===== src/rtl/encoder_pkg.sv =====
// encoder_pkg
// Shared definitions for the encoder round scheduler:
//   - schedState_e : scheduler FSM state encoding
//   - STEP_*       : step codes driven on the 'step' output (CP..RC, NONE)
//   - NUM_ROUNDS_DEFAULT : rounds per job when the top is not overridden
package encoder_pkg;

  localparam int NUM_ROUNDS_DEFAULT = 24;

  localparam logic [2:0] STEP_CP   = 3'd0;
  localparam logic [2:0] STEP_RO   = 3'd1;
  localparam logic [2:0] STEP_PE   = 3'd2;
  localparam logic [2:0] STEP_RE   = 3'd3;
  localparam logic [2:0] STEP_RC   = 3'd4;
  localparam logic [2:0] STEP_NONE = 3'd7;

  typedef enum logic [3:0] {
    ST_IDLE,
    ST_CP_GO,
    ST_CP_WAIT,
    ST_RO_GO,
    ST_RO_WAIT,
    ST_PE_GO,
    ST_PE_WAIT,
    ST_RE_GO,
    ST_RE_WAIT,
    ST_RC_GO,
    ST_RC_WAIT,
    ST_DONE,
    ST_ERR
  } schedState_e;

endpackage


===== src/rtl/step_watchdog.sv =====
// step_watchdog
// Counts cycles spent waiting on a single step's finish and flags when the
// count reaches TIMEOUT.
// Ports:
//   clk     in  clock, rising edge
//   rst     in  asynchronous active-low reset
//   clr     in  restart the count at zero (priority over en)
//   en      in  advance the count by one
//   expired out count has reached TIMEOUT
module step_watchdog #(
  parameter int TIMEOUT = 1023,
  parameter int TO_W    = 10
) (
  input  logic clk,
  input  logic rst,
  input  logic clr,
  input  logic en,
  output logic expired
);

  logic [TO_W-1:0] count_q, count_d;

  assign expired = (count_q == TO_W'(TIMEOUT));

  // Next count: clear wins, and the count parks at TIMEOUT so it can never
  // wrap back under the limit while nobody is watching it.
  always_comb begin
    count_d = count_q;
    if (clr) begin
      count_d = '0;
    end else if (en && !expired) begin
      count_d = count_q + 1'b1;
    end
  end

  // Count register.
  always_ff @(posedge clk or negedge rst) begin
    if (!rst) begin
      count_q <= '0;
    end else begin
      count_q <= count_d;
    end
  end

endmodule


===== src/rtl/encoder_round_scheduler.sv =====
// encoder_round_scheduler
// Sequences the five encoder step units (CP -> RO -> PE -> RE -> RC) for
// NUM_ROUNDS rounds using start/finish handshakes, with a per-step watchdog
// and an abort path.
// Ports:
//   clk, rst                  clock / asynchronous active-low reset
//   start, abort              job request / cancel current job
//   file_index_in, file_index file index in / latched copy to the datapath
//   x_start (x=cp,ro,pe,re,rc) one-cycle step start pulses
//   x_finish                  step done inputs
//   iteration                 current round 0..NUM_ROUNDS-1
//   step                      current step code (7 = none)
//   busy, finish, error       job active / job complete pulse / sticky timeout
module encoder_round_scheduler
  import encoder_pkg::*;
#(
  parameter int NUM_ROUNDS = NUM_ROUNDS_DEFAULT,
  parameter int ITER_W     = 5,
  parameter int TIMEOUT    = 1023,
  parameter int TO_W       = 10
) (
  input  logic              clk,
  input  logic              rst,
  input  logic              start,
  input  logic              abort,
  input  logic [9:0]        file_index_in,
  output logic [9:0]        file_index,
  output logic              cp_start,
  output logic              ro_start,
  output logic              pe_start,
  output logic              re_start,
  output logic              rc_start,
  input  logic              cp_finish,
  input  logic              ro_finish,
  input  logic              pe_finish,
  input  logic              re_finish,
  input  logic              rc_finish,
  output logic [ITER_W-1:0] iteration,
  output logic [2:0]        step,
  output logic              busy,
  output logic              finish,
  output logic              error
);

  schedState_e state_q, state_d;
  schedState_e nextGo;
  logic [ITER_W-1:0] iteration_q, iteration_d;
  logic [9:0] fileIndex_q, fileIndex_d;
  logic error_q, error_d;
  logic wdClr, wdEn, wdExpired;
  logic stepFinish;
  logic inJob;
  logic lastRound;

  assign inJob = (state_q != ST_IDLE) && (state_q != ST_DONE) && (state_q != ST_ERR);
  assign lastRound = (iteration_q == ITER_W'(NUM_ROUNDS - 1));

  step_watchdog #(
    .TIMEOUT (TIMEOUT),
    .TO_W    (TO_W)
  ) u_watchdog (
    .clk     (clk),
    .rst     (rst),
    .clr     (wdClr),
    .en      (wdEn),
    .expired (wdExpired)
  );

  // Select the one finish input that matters in the current WAIT state and
  // the GO state that follows it; finishes from any other step are never
  // looked at, which is what makes stray finishes harmless.
  always_comb begin
    stepFinish = 1'b0;
    nextGo     = ST_IDLE;
    case (state_q)
      ST_CP_WAIT: begin stepFinish = cp_finish; nextGo = ST_RO_GO; end
      ST_RO_WAIT: begin stepFinish = ro_finish; nextGo = ST_PE_GO; end
      ST_PE_WAIT: begin stepFinish = pe_finish; nextGo = ST_RE_GO; end
      ST_RE_WAIT: begin stepFinish = re_finish; nextGo = ST_RC_GO; end
      ST_RC_WAIT: begin stepFinish = rc_finish; nextGo = ST_CP_GO; end
      default: ;
    endcase
  end

  // Next-state logic. Inside a WAIT state the finish is checked before the
  // watchdog so a finish arriving on the expiry cycle still advances. Abort
  // is applied last so it overrides everything while a job is in flight,
  // but leaves the sticky error flag alone.
  always_comb begin
    state_d     = state_q;
    iteration_d = iteration_q;
    fileIndex_d = fileIndex_q;
    error_d     = error_q;
    wdClr       = 1'b0;
    wdEn        = 1'b0;
    case (state_q)
      ST_IDLE, ST_ERR: begin
        if (start) begin
          fileIndex_d = file_index_in;
          iteration_d = '0;
          error_d     = 1'b0;
          state_d     = ST_CP_GO;
        end
      end
      ST_CP_GO: begin wdClr = 1'b1; state_d = ST_CP_WAIT; end
      ST_RO_GO: begin wdClr = 1'b1; state_d = ST_RO_WAIT; end
      ST_PE_GO: begin wdClr = 1'b1; state_d = ST_PE_WAIT; end
      ST_RE_GO: begin wdClr = 1'b1; state_d = ST_RE_WAIT; end
      ST_RC_GO: begin wdClr = 1'b1; state_d = ST_RC_WAIT; end
      ST_CP_WAIT, ST_RO_WAIT, ST_PE_WAIT, ST_RE_WAIT, ST_RC_WAIT: begin
        if (stepFinish) begin
          if (state_q == ST_RC_WAIT) begin
            if (lastRound) begin
              state_d = ST_DONE;
            end else begin
              iteration_d = iteration_q + 1'b1;
              state_d     = ST_CP_GO;
            end
          end else begin
            state_d = nextGo;
          end
        end else if (wdExpired) begin
          error_d = 1'b1;
          state_d = ST_ERR;
        end else begin
          wdEn = 1'b1;
        end
      end
      ST_DONE: state_d = ST_IDLE;
      default: state_d = ST_IDLE;
    endcase

    if (abort && inJob) begin
      state_d     = ST_IDLE;
      iteration_d = '0;
      error_d     = error_q;
    end
  end

  // Moore output decode: every handshake and status output comes straight
  // from the registered state.
  always_comb begin
    cp_start = 1'b0;
    ro_start = 1'b0;
    pe_start = 1'b0;
    re_start = 1'b0;
    rc_start = 1'b0;
    step     = STEP_NONE;
    busy     = 1'b0;
    finish   = 1'b0;
    case (state_q)
      ST_CP_GO:   begin cp_start = 1'b1; step = STEP_CP; busy = 1'b1; end
      ST_CP_WAIT: begin step = STEP_CP; busy = 1'b1; end
      ST_RO_GO:   begin ro_start = 1'b1; step = STEP_RO; busy = 1'b1; end
      ST_RO_WAIT: begin step = STEP_RO; busy = 1'b1; end
      ST_PE_GO:   begin pe_start = 1'b1; step = STEP_PE; busy = 1'b1; end
      ST_PE_WAIT: begin step = STEP_PE; busy = 1'b1; end
      ST_RE_GO:   begin re_start = 1'b1; step = STEP_RE; busy = 1'b1; end
      ST_RE_WAIT: begin step = STEP_RE; busy = 1'b1; end
      ST_RC_GO:   begin rc_start = 1'b1; step = STEP_RC; busy = 1'b1; end
      ST_RC_WAIT: begin step = STEP_RC; busy = 1'b1; end
      ST_DONE:    begin busy = 1'b1; finish = 1'b1; end
      default: ;
    endcase
  end

  // State, round counter, file index and sticky error registers.
  always_ff @(posedge clk or negedge rst) begin
    if (!rst) begin
      state_q     <= ST_IDLE;
      iteration_q <= '0;
      fileIndex_q <= '0;
      error_q     <= 1'b0;
    end else begin
      state_q     <= state_d;
      iteration_q <= iteration_d;
      fileIndex_q <= fileIndex_d;
      error_q     <= error_d;
    end
  end

  assign iteration  = iteration_q;
  assign file_index = fileIndex_q;
  assign error      = error_q;

endmodule


===== config.mk =====
export PLATFORM = sky130hd
export DESIGN_NAME = encoder_round_scheduler
export DESIGN_NICKNAME = d
export VERILOG_FILES = /design/src/rtl/encoder_pkg.sv /design/src/rtl/step_watchdog.sv /design/src/rtl/encoder_round_scheduler.sv
export SDC_FILE = /design/constraint.sdc
export NUM_CORES = 1
export LEC_CHECK = 0
export ABC_CLOCK_PERIOD_IN_PS = 2050
export CORE_ASPECT_RATIO = 0.7
export CORE_MARGIN = 4
export CORE_UTILIZATION = 25
export CTS_CLUSTER_SIZE = 12
export DETAILED_ROUTE_END_ITERATION = 8
export PLACE_DENSITY = 0.48
export SLEW_MARGIN = 20
export SYNTH_ARGS = -nofsm -noshare
export SYNTH_HDL_FRONTEND = slang
export SYNTH_SLANG_ARGS = --single-unit

===== constraint.sdc =====
create_clock -name clk -period 2.05 [get_ports clk]
set_clock_uncertainty 0.1 [all_clocks]
set_input_delay 0.205 -clock clk [delete_from_list [all_inputs] [get_ports clk]]
set_output_delay 0.205 -clock clk [all_outputs]
set_load 0.005 [all_outputs]

Word-level counts from Yosys, hierarchy flattened
Cells that the tools add are included.
- logic and storage cells: 88
- input port bits: 19
- flip-flop bits (word level): 30
- $add $sub $neg: 2
- multiplexer cells: 33
- reduce and logical (&&, ||, !) cells: 23
- bitwise gates (word level): 1
- equal/unequal tests: 24
- operators by type and width (kind ; number):
    $pmux 4 s7 ; 1
    $mux 5 ; 5
    $mux 4 ; 6
    $eq 4x4->1 const B ; 5
    $mux 10 ; 2
    $eq 4x3->1 const B ; 4
    $pmux 4 s4 ; 1
    $pmux 3 s5 ; 1
    $mux 1 ; 14
    $ne 3x3->1 const B ; 4
    $reduce_or 2->1 ; 6
    $reduce_or 11->1 ; 1
    $add 10x1->10 const B ; 1
    $eq 10x10->1 const B ; 1
    $pmux 5 s2 ; 1
    $reduce_and 5->1 ; 2
    $reduce_or 5->1 ; 2
    $eq 4x2->1 const B ; 2
    $ne 4x4->1 const B ; 2
    $add 5x1->5 const B ; 1
    $eq 5x5->1 const B ; 1
    $pmux 1 s5 ; 1
    $eq 4x1->1 const B ; 1
    $logic_and 1x1->1 ; 4
    11 further kinds ; 14

Depth between registers and ports, before layout
- depth in word-level cells: 7
- gate-level depth with buffers: 8

Cells and area by module
Synthesis repeated with hierarchy kept, for this count alone.
- cell total of the unflattened synthesis: 197
- area total of the unflattened synthesis: 1881.8 µm²
- modules (own cells, without submodules) (module ; area an instance (µm²) ; times used ; seq. area each (µm²) ; cells each):
    encoder_round_scheduler ; 1341.3 ; 1 ; 500.5 ; 140
    step_watchdog ; 540.5 ; 1 ; 250.2 ; 57

Least setup slack after synthesis
No wires, ideal clock.
- path type: register -> register
- from: register state_q[2]
- to: register fileIndex_q[0], in the netlist file_index[0]
- required time: 1.825 ns
- clock period less this slack: 1.991 ns
- path slack: 0.059 ns
- cell stages (with the launch flop): 7
- library setup time: 0.125 ns
- arrival: 1.766 ns
- path through: dfrtp_1 > buf_6 > nor3_1 > nor3_4 > nor4_2 > buf_4 > mux2_2
- longest elaborated chain between the ends: 3
- elaborated cells between the ends (all ways): 4
- classes of those cells: eq/ne (1); reduce/logical (3)
- RTL lines (item ; RTL line ; RTL):
    start: declaration ; encoder_round_scheduler.sv:45 ; schedState_e state_q, state_d;
    start signal: assignment ; encoder_round_scheduler.sv:175 ; state_q <= state_d;
    $eq 4x4->1 or $logic_not 4->1 (tied branches) ; encoder_round_scheduler.sv:96 ; case (state_q)
    $reduce_or 2->1 * ; encoder_round_scheduler.sv:96 ;
    $reduce_and 2->1 (no line) * ; n/a ;
    end signal: assignment ; encoder_round_scheduler.sv:177 ; fileIndex_q <= fileIndex_d;
    end: declaration ; encoder_round_scheduler.sv:48 ; logic [9:0] fileIndex_q, fileIndex_d;
Every way passes the cells marked *; elsewhere a longest branch is shown, timed or not.
A chain may end at the register's enable or synchronous reset.

Worst setup path in the final report
- from: register state_q[3]
- to: register iteration_q[2], in the netlist iteration[2]
- longest elaborated chain between the ends: 6
- elaborated cells between the ends (all ways): 24
- classes of those cells: eq/ne (12); mux (3); reduce/logical (9)
- RTL lines (item ; RTL line ; RTL):
    parallel branches: the longest is 6 deep, another holds $pmux 1 s5 ; n/a ;
    end signal: assignment ; encoder_round_scheduler.sv:176 ; iteration_q <= iteration_d;
    end: declaration ; encoder_round_scheduler.sv:47 ; logic [ITER_W-1:0] iteration_q, iteration_d;
Parallel ways; which one is timed is not known.

==> reports/qor.tcl <==
set qor(outcome) {finished, final reports clean}
set qor(io_buffers) 44
set qor(ff2ff_path_depth) 8
set qor(postSynthAreaPerCell_um2) 9.509
set qor(r2r_setup_slack_ps) 40
set qor(antenna_cells_inserted) 0
set qor(yosys_warnings) 0
set qor(flip_flop_cell_with_the_highest_count_after_synthesis) {dfrtp_1}
set qor(detailedRoute.firstPassIterationCount) 4
set qor(rows) 26
set qor(cts_root_buf) {clkbuf_8}
set qor(htree_levels) 2
set qor(all_layer_global_routing_usage_pct) 13.02
set qor(cts_tree) {done}
set qor(routed-via-count) 1945
set qor(synth_top_area_share_pct) 39.47
set qor(timing.setup.critical_path_class) {flip-flop to flip-flop}
set qor(layout.area.seq_um2) 753.2
set qor(setup-violations-final) 0
set qor(clock_sink_count) 30
set qor(report.final.slew_viol_count) 0
set qor(layout_setup_ws_ps) 35.04
set qor(place_worst_setup_slack_ps) -173.0
set qor(post_synthesis_instance_area_um2) 1902
set qor(postCtsHoldBufs) 0
set qor(route.detailed.wl_per_inst_um) 14.78
set qor(min-delay-path-class) {input port to asynchronous set/reset pin}
set qor(postSynthCellCount) 200
set qor(layout_cells_sized_above_1_pct) 35.00
set qor(grt_overflow) 0
set qor(final-hold-violation-count) 0
set qor(drtAntennaViolNets) 0
set qor(multi_input_area_um2) 1189
set qor(fillCellCount) 744
set qor(numCtsBuffers) 5
set qor(fin_setup_tns_ps) 0
set qor(grt_start_max_net_pins) 31
set qor(initial_cell_density_of_the_core_pct) 25.87
set qor(worstSetupEndpointType) {flip-flop}
set qor(timing.final.crit_period_ps) 2015
set qor(die_area_um2) 9089
set qor(areaGrowthSynthToFinish_pct) 65.33
set qor(max-slew-margin-rel_pct) 66.63
set qor(synth.distinct_cells) 57
set qor(vias_per_cell) 4.887
set qor(dp_hpwl_mm) 4.220
set qor(cts.clk_slew.worst_paths_ps) 70
set qor(worst-path-max-fanout) 6
set qor(clock_latency_ps) 280
set qor(die_x_um) 112.2
set qor(finalCritPeriodShare_pct) 98.29
set qor(drt_first_iter_violations) 89
set qor(first_pass_grt_wire_length_mm) 9.480
set qor(ios) 45
set qor(number_of_flip_flops_and_latches_in_the_synthesized_netlist) 30
set qor(final_stage_net_count) 320
set qor(core_um2) 7352
set qor(critPathLaunchType) {flip-flop}
set qor(grt_pass1_vias) 1880
set qor(rsz0062_at_grt) {yes}
set qor(clock_tree.buffer_depth) 2
set qor(static-leakage-power_uw) 0.001369
set qor(synth.area.top_cells) {dfrtp_1, mux2_2, nor2_1}
set qor(layout_commonest_cell) {buf_4}
set qor(fmax_ghz) 0.4963
set qor(critPathRequiredTime_ps) 2120
set qor(timing_worst_slew_pin_value_ps) 496.4
set qor(synth_sequential_area_ratio_pct) 39.47
set qor(synth.largest_area_cell) {dfrtp_1}
set qor(cell_area_power_density_nw_per_um2) 1256
set qor(fp.dieH_um) 80.98
set qor(place_congestion) 0.7851
set qor(drt_drc_violations_left) 0
set qor(cp_data_arrival_time_ps) 2090
set qor(finalWirelength_mm) 5.883
set qor(synth_fp_nets) 221
set qor(grt_antenna_before_repair) 0
set qor(synth_enable_flop_cells) 0
set qor(finalPower_uw) 3948
set qor(vdd_drop_max_mv) 0.4996
set qor(layout_common_cells) {buf_4, clkdlybuf4s50_1, dfrtp_1}
set qor(timing.max_cap.violations) 0
set qor(share_of_flip_flops_with_an_asynchronous_set_or_reset_pct) 100.0
final timing paths:
check,endpoint,startpoint
max in group asynchronous,state_q[1],rst
max,iteration[2],state_q[3]
min,iteration[4],rst
min in group clk,error,error
max reg2reg,iteration[2],state_q[3]
min reg2reg,error,error
worst max-delay path, stage by stage, from the launching register on:
cell and delay [ps]:
dfrtp_1 400, buf_6 140, buf_6 120, nand2b_4 140, or3_4 350, buf_6 150, a21oi_4 200, a21oi_2 80
a211o_1 220
layout make-up:
| type | instances | area share (%) |
|---|---|---|
| clock inverters | 2 | 0.3979 |
| flip-flops and latches | 30 | 23.96 |
| repair buffers | 106 | 30.36 |
| clock buffers | 6 | 2.626 |
| inverters | 8 | 0.9550 |
| multi-input cells | 148 | 37.80 |
| well taps | 98 | 3.900 |
cell families after synthesis:
kind of cell    share of synthesized area, %
simple gates                           21.51
compound gates                         22.83
flops                                  39.47
buf+inv                                6.052
mux                                    6.974
xor+xnor                               1.842
fa+ha+maj                              1.316
timing repair:
| item | 4_1_cts | 5_1_grt |
|---|---|---|
| setup endpoints to repair | 25 | 28 |
| resized for setup | 28 | 28 |
| gates cloned | 1 | 0 |
| pin swaps | 3 | 7 |
| buffers inserted | 6 | 8 |
sequential cells by signal (all words and copies together), names as in the netlist:
signal and cells:
state_q 4, u_watchdog.count_q 10, file_index 10, error 1, iteration 5
synth_stat cells, types with 2 or more instances:
library cell   n
o21ai_0        6
nand3_1        9
a2bb2oi_1      2
mux2i_1        2
or3b_1         2
nor2_1        14
a22oi_1        2
or4_1          3
o2bb2ai_1      3
buf_6          2
a21oi_1       10
o211ai_1       6
xnor2_1        4
o41ai_1        3
o21bai_1       2
or3_1          3
nand2b_1       5
buf_4          3
nand4_1        4
nor3_1         6
inv_1          8
o31ai_1        6
buf_2          5
clkbuf_1       3
nand2_1       12
and2_1         2
ha_1           2
dfrtp_1       30
a22o_1         2
a211oi_1       3
mux2_2        10
per-stage QoR:
| stage | cells | util [%] | cell area, um^2 | hold WS (ps) |
|---|---|---|---|---|
| floorplan | 200 | - | 1902 | -190.6 |
| global placement | 375 | 37.34 | 2745 | 390.8 |
| detailed placement | 375 | 37.34 | 2745 | 397.3 |
| CTS | 390 | 40.37 | 2968 | 224.2 |
| global route | 398 | 42.77 | 3144 | 245.4 |
| finish | 398 | 42.77 | 3144 | 208.1 |
power by group:
part | internal [uW] | total (uW) | switching (uW)
clock network | 269 | 502 | 233
registers | 753 | 853 | 100
logic | 1460 | 2590 | 1130
total | 2480 | 3950 | 1460
layer usage:
| metal | global-route usage (%) | vias to the layer above | wire (um) |
|---|---|---|---|
| li1 | - | 958 | - |
| met1 | 19.39 | 921 | 3113 |
| met2 | 18.55 | 61 | 2308 |
| met3 | 3.649 | 5 | 424 |
| met4 | 2.881 | 0 | 38 |
| met5 | 0 | - | 0 |
(Power assumes the default switching activity.)
